$ cat src/rtl/response_framer.sv
// response_framer: gathers 32-bit response words, closes the frame on
// cmd_done, then emits LEN, CODE, params (MSB first), [CRC_HI, CRC_LO], SYNC
// over a valid/ready byte stream.
// Build option: define RESPONSE_CRC_EN to include the CRC-16-CCITT trailer.
// Without it, the CRC logic and CRC states are absent and LEN = 4N+3.
module response_framer #(
  parameter int         MAX_PARAMS = 4,
  parameter logic [7:0] SYNC_BYTE  = 8'h7E
) (
  input  logic        clk,
  input  logic        rst_n,
  input  logic [31:0] param_data,
  input  logic        param_write,
  input  logic        cmd_done,
  output logic        busy,
  output logic        overflow,
  output logic [7:0]  tx_data,
  output logic        tx_valid,
  input  logic        tx_ready
);

  localparam int CNT_W = $clog2(MAX_PARAMS + 1);
  localparam int IDX_W = (MAX_PARAMS > 1) ? $clog2(MAX_PARAMS) : 1;

`ifdef RESPONSE_CRC_EN
  localparam logic [7:0] LEN_OVH = 8'd5;
`else
  localparam logic [7:0] LEN_OVH = 8'd3;
`endif

  typedef enum logic [2:0] {
    COLLECT,
    S_LEN,
    S_CODE,
    S_PARAM,
`ifdef RESPONSE_CRC_EN
    S_CRC_HI,
    S_CRC_LO,
`endif
    S_SYNC
  } state_t;

`ifdef RESPONSE_CRC_EN
  localparam state_t AFTER_PARAM = S_CRC_HI;
`else
  localparam state_t AFTER_PARAM = S_SYNC;
`endif

  state_t           state, state_nx;
  logic [CNT_W-1:0] n_words;
  logic [IDX_W-1:0] word_idx;
  logic [1:0]       byte_idx;
  logic [7:0]       code;
  logic [31:0]      buffer [MAX_PARAMS];
  logic [7:0]       len_byte;
  logic [7:0]       param_byte;
  logic             xfer;
  logic             n_full;
  logic             store_word;
  logic             param_last;

`ifdef RESPONSE_CRC_EN
  logic [15:0]      crc;

  // MSB-first CRC-16-CCITT (poly 0x1021) advanced by one byte
  function automatic logic [15:0] crc16_byte(input logic [15:0] c, input logic [7:0] b);
    logic [15:0] r;
    r = c ^ {b, 8'h00};
    for (int i = 0; i < 8; i++) begin
      r = r[15] ? ((r << 1) ^ 16'h1021) : (r << 1);
    end
    return r;
  endfunction
`endif

  assign busy       = (state != COLLECT);
  assign tx_valid   = busy;
  assign xfer       = tx_valid & tx_ready;
  assign n_full     = (n_words == CNT_W'(MAX_PARAMS));
  assign store_word = (state == COLLECT) & param_write & ~cmd_done & ~n_full;
  assign len_byte   = 8'({n_words, 2'b00}) + LEN_OVH;
  assign param_last = (byte_idx == 2'd3) && ((CNT_W'(word_idx) + CNT_W'(1)) == n_words);

  // Selects the current parameter byte, most significant byte first
  always_comb begin
    param_byte = 8'h00;
    case (byte_idx)
      2'd0:    param_byte = buffer[word_idx][31:24];
      2'd1:    param_byte = buffer[word_idx][23:16];
      2'd2:    param_byte = buffer[word_idx][15:8];
      default: param_byte = buffer[word_idx][7:0];
    endcase
  end

  // State register; reset discards any frame in flight
  always_ff @(posedge clk or negedge rst_n) begin
    if (!rst_n) state <= COLLECT;
    else        state <= state_nx;
  end

  // Next-state and output byte; every transmit state advances only on a transfer
  always_comb begin
    state_nx = state;
    tx_data  = 8'h00;
    case (state)
      COLLECT: begin
        if (cmd_done) state_nx = S_LEN;
      end
      S_LEN: begin
        tx_data = len_byte;
        if (xfer) state_nx = S_CODE;
      end
      S_CODE: begin
        tx_data = code;
        if (xfer) state_nx = (n_words == '0) ? AFTER_PARAM : S_PARAM;
      end
      S_PARAM: begin
        tx_data = param_byte;
        if (xfer && param_last) state_nx = AFTER_PARAM;
      end
`ifdef RESPONSE_CRC_EN
      S_CRC_HI: begin
        tx_data = crc[15:8];
        if (xfer) state_nx = S_CRC_LO;
      end
      S_CRC_LO: begin
        tx_data = crc[7:0];
        if (xfer) state_nx = S_SYNC;
      end
`endif
      S_SYNC: begin
        tx_data = SYNC_BYTE;
        if (xfer) state_nx = COLLECT;
      end
      default: state_nx = COLLECT;
    endcase
  end

  // Word count, walk indices and the registered overflow pulse
  always_ff @(posedge clk or negedge rst_n) begin
    if (!rst_n) begin
      n_words  <= '0;
      word_idx <= '0;
      byte_idx <= 2'd0;
      overflow <= 1'b0;
    end else begin
      overflow <= param_write & (busy | cmd_done | n_full);
      if (store_word) n_words <= n_words + 1'b1;
      if (xfer && state == S_PARAM) begin
        byte_idx <= byte_idx + 2'd1;
        if (byte_idx == 2'd3) word_idx <= word_idx + 1'b1;
      end
      if (xfer && state == S_SYNC) begin
        n_words  <= '0;
        word_idx <= '0;
        byte_idx <= 2'd0;
      end
    end
  end

  // Word buffer and response code; pure data, no reset needed
  always_ff @(posedge clk) begin
    if (store_word) buffer[n_words[IDX_W-1:0]] <= param_data;
    if (state == COLLECT && cmd_done) code <= param_data[7:0];
  end

`ifdef RESPONSE_CRC_EN
  // Running CRC over LEN, CODE and parameter bytes as each is accepted
  always_ff @(posedge clk or negedge rst_n) begin
    if (!rst_n) begin
      crc <= 16'hFFFF;
    end else if (xfer) begin
      if (state == S_LEN || state == S_CODE || state == S_PARAM) crc <= crc16_byte(crc, tx_data);
      else if (state == S_SYNC)                                  crc <= 16'hFFFF;
    end
  end
`endif

endmodule

$ cat config.mk
export PLATFORM = sky130hd
export DESIGN_NAME = response_framer
export DESIGN_NICKNAME = d
export VERILOG_FILES = /design/src/rtl/response_framer.sv
export SDC_FILE = /design/constraint.sdc
export NUM_CORES = 1
export LEC_CHECK = 0
export CAP_MARGIN = 0
export CORE_MARGIN = 2
export CORE_UTILIZATION = 50
export CTS_CLUSTER_DIAMETER = 50
export DETAILED_ROUTE_END_ITERATION = 10
export DONT_BUFFER_PORTS = 1
export SLEW_MARGIN = 0
export SYNTH_ARGS = -nofsm -noshare
export SYNTH_HDL_FRONTEND = slang
export SYNTH_SLANG_ARGS = --single-unit
$ cat constraint.sdc
create_clock -name clk -period 4.91 [get_ports clk]
set_input_delay 0.982 -clock clk [delete_from_list [all_inputs] [get_ports clk]]
set_output_delay 0.982 -clock clk [all_outputs]
set_load 0.01 [all_outputs]
==> impl_results.md, run 1 <==
* Status: complete, no violations
* WP data arrival at 2.76 ns
* Max-cap violations at 0
* Post-CTS sizing at 0
* Slew Limit Fails at 0
* Initial Utilization at 51.1%
* Tot Pwr at 3.73 mW
* Main flop type after synthesis: edfxtp_1
* Synth Register Bits at 147
* Die area at 13100 um^2
* Area growth syn-to-layout at 11.1%
* Layout Nets at 428
* Net load switching power at 1.17 mW
* Final core utilization at 56.8%
* Die Width at 115 um
* P per Cell Area at 549 nW/um^2
* Synth area leaders: edfxtp_1 (67%), mux2i_1 (5.9%), dfrtp_1 (4.5%)
* Fmax at 0.267 GHz
* Buffers on Ports at 0
* Routed WL at 11.8 mm
* WL per Instance at 21.9 um
* Sw frac at 31.4%
* CTS tree: done
* GR Util All Layers at 19.5%
* Synth area leader: edfxtp_1
* Setup TNS at 0 ns
* Layout Skew at 0.00605 ns
* R2r startpoint: n_words[0]
* Internal power at 2.56 mW
* # hold bufs at CTS at 0
* Worst reg2reg setup slack at 2.16 ns
* Commonest non-fill, non-tap cell in the layout: edfxtp_1
* Crit path kind: reg2out
* Reg2reg end: buffer[3][21]
* Synthesized area at 6110 um^2
* Fin cells at 541
* Clock sinks at 147
* Cell variety after synth at 44
* Vias in the first global route at 3218
* Fin crit period at 3.74 ns
* Max FO, Critical Path at 23
* Post-synth ARST share at 7.48%
* Worst min path class: in2async
* Worst slew pin tran at 0.944 ns
* Iter 0 DRT Violations at 243
* Crit. Startpoint: word_idx[0]
* Post-Syn Area per Cell at 16.5 um^2
* Drt pass-1 iters at 4
* Combinational power share at 24.8%
* H-tree Lvls at 4
* RSZ-0062 raised after global routing: false
* Clock share of power at 31.7%
* Slew margin rel. at 37.1%
* Worst reg2reg path depth at 6
* Lkg Pwr at 2.24 nW
* Diode count at 0
* Detail Route Antenna Nets at 0
* I/O Pins at 48
* Crit end category: output port
* EDFF count, synth at 136
* Req. time, crit path at 3.93 ns
* Core area at 12000 um^2
* Clock slew at reported path FFs at 0.06 ns
* First-pass GRT wire length at 18.3 mm
* Synth top area share at 66.8%
* Die Y at 115 um
* # rows at 40
* Peak supply drop at 0.288 mV
* Post-Syn Instances at 371
* Via/cell ratio at 5.79
* Clk Latency, worst-skew pair at 0.42 ns
* Root Driver: clkbuf_16
* Startpoint types: flop
* Largest net degree at the start of global routing at 33
* Final count of hold timing violations at 0
* Syn nets at 418
* Global route total overflow at 0
* Vias at 3135
* Proportion of layout cells with a drive suffix above 1 at 12.4%
* Most frequent cells in the layout: edfxtp_1 (136), mux2i_1 (36), nand2_1 (27), o22ai_1 (18), clkbuf_16 (17)
* Number of post-CTS setup repair buffers at 0
* Final period util at 76.2%
* Seq pwr share at 43.5%
* Ys Warns at 0
* DP HPWL at 7.51 mm
* DRC viols at 0
* Initial antenna violation count at 0
* Longest Clk Path Bufs at 2
* Critical path capture point: tx_data[7]
* RePlAce Congestion at 0.796
* Setup-failing EPs final at 0
* Sequential fraction of the synthesis area at 71.3%
* Placed insts at 509
* Filler cells at 909
* CTS buffer count at 17
## kinds of logic (layout without fill, tap and decap cells)
kind of cell | after synthesis | in the layout | synth area share [%]
flops | 147 | 147 | 71.3
simple gates | 69 | 69 | 5.65
compound gates | 59 | 59 | 6.14
mux | 57 | 57 | 12.0
buf+inv | 24 | 47 | 2.07
fa+ha+maj | 10 | 10 | 2.05
xor+xnor | 5 | 5 | 0.717
## power by group through the flow
stage | clock network [mW] | registers [mW] | logic (mW)
after floorplan | 0 | 1.53 | 0.817
after global placement | 0 | 1.65 | 0.914
after detailed placement | 0 | 1.65 | 0.922
after CTS | 1.21 | 1.62 | 0.926
after global routing | 1.26 | 1.64 | 1.00
final | 1.18 | 1.62 | 0.925
## layout make-up
| type | count | area [um^2] | share of cell area, % |
|---|---|---|---|
| clock buffers | 21 | 440 | 6.48 |
| clock inverters | 11 | 103 | 1.51 |
| inverters | 9 | 33.8 | 0.497 |
| multi-input cells | 200 | 1630 | 23.9 |
| flip-flops and latches | 147 | 4360 | 64.2 |
| well taps | 147 | 184 | 2.71 |
| repair buffers | 6 | 45.0 | 0.663 |
## synth_stat cells (2+ instances only)
cell      count
a211oi_1      2
a21o_1        3
a21oi_1       5
a22oi_1       3
a31oi_1       3
and2_1        4
buf_2         7
buf_4         3
buf_6         2
clkbuf_1      2
dfrtp_1      11
edfxtp_1    136
ha_1         10
inv_1         9
mux2_2       11
mux2i_1      36
mux4_1        7
mux4_2        3
nand2_1      27
nand2b_1      4
nand4_1       4
nor2_1       13
nor2b_1       5
nor3_1        2
nor4_1        4
o211ai_1      4
o21ai_0      14
o22ai_1      18
xnor2_1       4
## metal layers
layer	vias up	global-route usage, %	share of wire (%)
li1	1481	-	-
met5	-	0	0
met3	14	6.19	6.7
met1	1546	26.3	45
met4	0	7.56	1.5
met2	94	29.9	47
## worst min-delay path by stage
stage               cells after the start          end  slack [ns]
floorplan                               1  byte_idx[0]        0.53
global placement                        1  byte_idx[0]        0.56
detailed placement                      1  byte_idx[1]        0.58
CTS                                     0  word_idx[0]        0.24
global route                            0     state[2]        0.24
finish                                  0  byte_idx[0]        0.26
## worst max-delay path, cell delays in order (launching register included)
cell,delay [ns]
dfrtp_1,0.96
nand2_1,0.39
o22ai_1,0.29
a2111oi_0,0.10
a211oi_1,0.60
## sequential cells by signal (all words and copies together) (netlist names)
signal	flops
buffer	128
code	8
n_words	3
state	3
byte_idx	2
word_idx	2
overflow	1
## per-stage QoR
stage | area [um^2] | worst slack [ns] | hold slack (ns)
2_1_floorplan | 6110 | 2.27 | 0.526
3_3_place_gp | 6250 | 1.67 | 0.560
3_5_place_dp | 6250 | 1.62 | 0.585
4_1_cts | 6790 | 1.17 | 0.237
5_1_grt | 6790 | 0.983 | 0.236
6_report | 6790 | 1.17 | 0.259
Power figures use the tool's default switching activity.
==> run 2, diff against run 1 <==
--- a/config.mk
+++ b/config.mk
@@ -11,6 +11,7 @@
 export CTS_CLUSTER_DIAMETER = 50
 export DETAILED_ROUTE_END_ITERATION = 10
 export DONT_BUFFER_PORTS = 1
+export PLACE_DENSITY = 0.68
 export SLEW_MARGIN = 0
 export SYNTH_ARGS = -nofsm -noshare
 export SYNTH_HDL_FRONTEND = slang
==> constraint.sdc (replaced) <==
create_clock -name clk -period 3.2 [get_ports clk]
set_input_delay 0.64 -clock clk [delete_from_list [all_inputs] [get_ports clk]]
set_output_delay 0.64 -clock clk [all_outputs]
set_load 0.01 [all_outputs]
==> run 2 against run 1 <==
  * Non-clock buffer count is 10 higher
  * Register-to-register slack worse by 1.3 ns
  * Critical path depth is 1 higher
  * Clock-buffer cell count is 3 lower
  * Largest power group unchanged
==> impl_results.md, run 2 (synthesis gave the netlist of run 1 again) <==
* Post-CTS sizing at 0
* Sw frac at 32.2%
* Vias at 3274
* WP data arrival at 2.44 ns
* Initial antenna violation count at 0
* Final count of hold timing violations at 0
* Setup-failing EPs final at 0
* Vias in the first global route at 3345
* Slew Limit Fails at 0
* Slew margin rel. at 59.9%
* Worst reg2reg setup slack at 0.91 ns
* Routed WL at 12.2 mm
* P per Cell Area at 852 nW/um^2
* Longest Clk Path Bufs at 2
* Drt pass-1 iters at 4
* Filler cells at 875
* Via/cell ratio at 5.94
* Crit end category: output port
* Worst reg2reg path depth at 6
* Diode count at 0
* Peak supply drop at 0.375 mV
* # rows at 40
* Setup TNS at 0 ns
* CP max-delay cell: mux4_1
* Critical path capture point: tx_data[4]
* Max FO, Critical Path at 15
* Buffers on Ports at 0
* WL per Instance at 22.1 um
* Final period util at 96.3%
* Layout Skew at 0.0164 ns
* RSZ-0062 raised after global routing: false
* Area after DPL at 6330 um^2
* Largest net degree at the start of global routing at 33
* I/O Pins at 48
* Global route total overflow at 0
* Initial Utilization at 51.1%
* R2r startpoint: n_words[0]
* Cell family with most CP delay: multiplexers
* CTS tree: done
* Crit path kind: reg2out
* Max reg flops at 128
* Number of post-CTS setup repair buffers at 0
* Startpoint types: flop
* Combinational power share at 26.7%
* DP HPWL at 8.02 mm
* Proportion of layout cells with a drive suffix above 1 at 15.3%
* RePlAce Congestion at 0.859
* WP buf/inv at 1
* WP depth at 5
* Final core utilization at 57.8%
* Worst path cell trace: buf_4 -> mux4_1 -> nand2_1 -> nand4_1 -> a21o_1
* Area growth syn-to-layout at 13.1%
* Clock share of power at 32.4%
* Fin cells at 551
* Die area at 13100 um^2
* CTS buffer count at 17
* Reg2reg end: buffer[0][24]
* Layout Nets at 438
* Die Y at 115 um
* Status: complete, no violations
* Fin crit period at 3.08 ns
* Commonest non-fill, non-tap cell in the layout: edfxtp_1
* Clock sinks at 147
* First-pass GRT wire length at 19.1 mm
* Detail Route Antenna Nets at 0
* H-tree Lvls at 4
* Iter 0 DRT Violations at 254
* Req. time, crit path at 2.56 ns
* Clk Latency, worst-skew pair at 0.43 ns
* # hold bufs at CTS at 1
* Design area at 6910 um^2
* Placed insts at 518
* Seq pwr share at 41.0%
* Fmax at 0.324 GHz
* Worst slew pin tran at 0.598 ns
* Most frequent cells in the layout: edfxtp_1 (136), mux2i_1 (36), nand2_1 (27), o22ai_1 (18), clkbuf_16 (17)
* Die Width at 115 um
* Internal power at 3.99 mW
* Net load switching power at 1.90 mW
* Max-cap violations at 0
* Core area at 12000 um^2
* DRC viols at 0
* Crit. Startpoint: word_idx[0]
* Clock slew at reported path FFs at 0.07 ns
* GR Util All Layers at 20.4%
* Lkg Pwr at 2.31 nW
* Max incr delay on CP at 0.64 ns
* Root Driver: clkbuf_16
* Worst min path class: in2reg
-- run 2: cell types whose count changed in the layout (fill, tap and decap cells not counted), sizes merged --
cell,before,now
inv,12,17
dlygate4sd3,0,1
clkinvlp,2,3
clkinv,5,2
buf,6,15
clkbuf,21,18
-- run 2: worst min-delay path by stage --
stage | start | end | slack, ns | cells past startpoint
2_1_floorplan | rst_n | byte_idx[0] | 0.34 | 0
4_1_cts | tx_ready | n_words[0] | 0.28 | 1
3_3_place_gp | rst_n | n_words[1] | 0.34 | 0
6_report | tx_ready | n_words[0] | 0.29 | 1
5_1_grt | param_data[4] | buffer[0][4] | 0.29 | 0
3_5_place_dp | rst_n | n_words[2] | 0.34 | 0
-- run 2: power by group through the flow --
stage               clock network (mW)  registers (mW)  logic, mW
finish                            1.91            2.41       1.57
CTS                               1.93            2.41       1.58
floorplan                            0            2.35       1.25
global placement                     0            2.44       1.53
global route                      2.01            2.44       1.72
detailed placement                   0            2.45       1.55
-- run 2: through the flow --
stage | power (mW) | setup WS, ns | hold WS [ns]
6_report | 5.89 | 0.117 | 0.289
4_1_cts | 5.92 | 0.103 | 0.280
3_3_place_gp | 3.97 | 0.596 | 0.345
5_1_grt | 6.17 | 0.00231 | 0.290
2_1_floorplan | 3.61 | 0.816 | 0.344
3_5_place_dp | 4.00 | 0.616 | 0.345
-- run 2: layer usage --
layer | GRT usage, % | vias up | wire length, um
li1 | - | 1504 | -
met4 | 7.89 | 0 | 201
met2 | 32.1 | 106 | 6040
met3 | 6.51 | 18 | 836
met1 | 26.8 | 1646 | 5100
met5 | 0 | - | 0
-- run 2: area by class of cell --
| cell class | count | area [um^2] | share of cell area [%] |
|---|---|---|---|
| clock buffers | 18 | 429 | 6.21 |
| flip-flops and latches | 147 | 4360 | 63.1 |
| multi-input cells | 200 | 1630 | 23.5 |
| inverters | 9 | 33.8 | 0.489 |
| repair buffers | 16 | 135 | 1.96 |
| clock inverters | 14 | 141 | 2.05 |
| well taps | 147 | 184 | 2.66 |
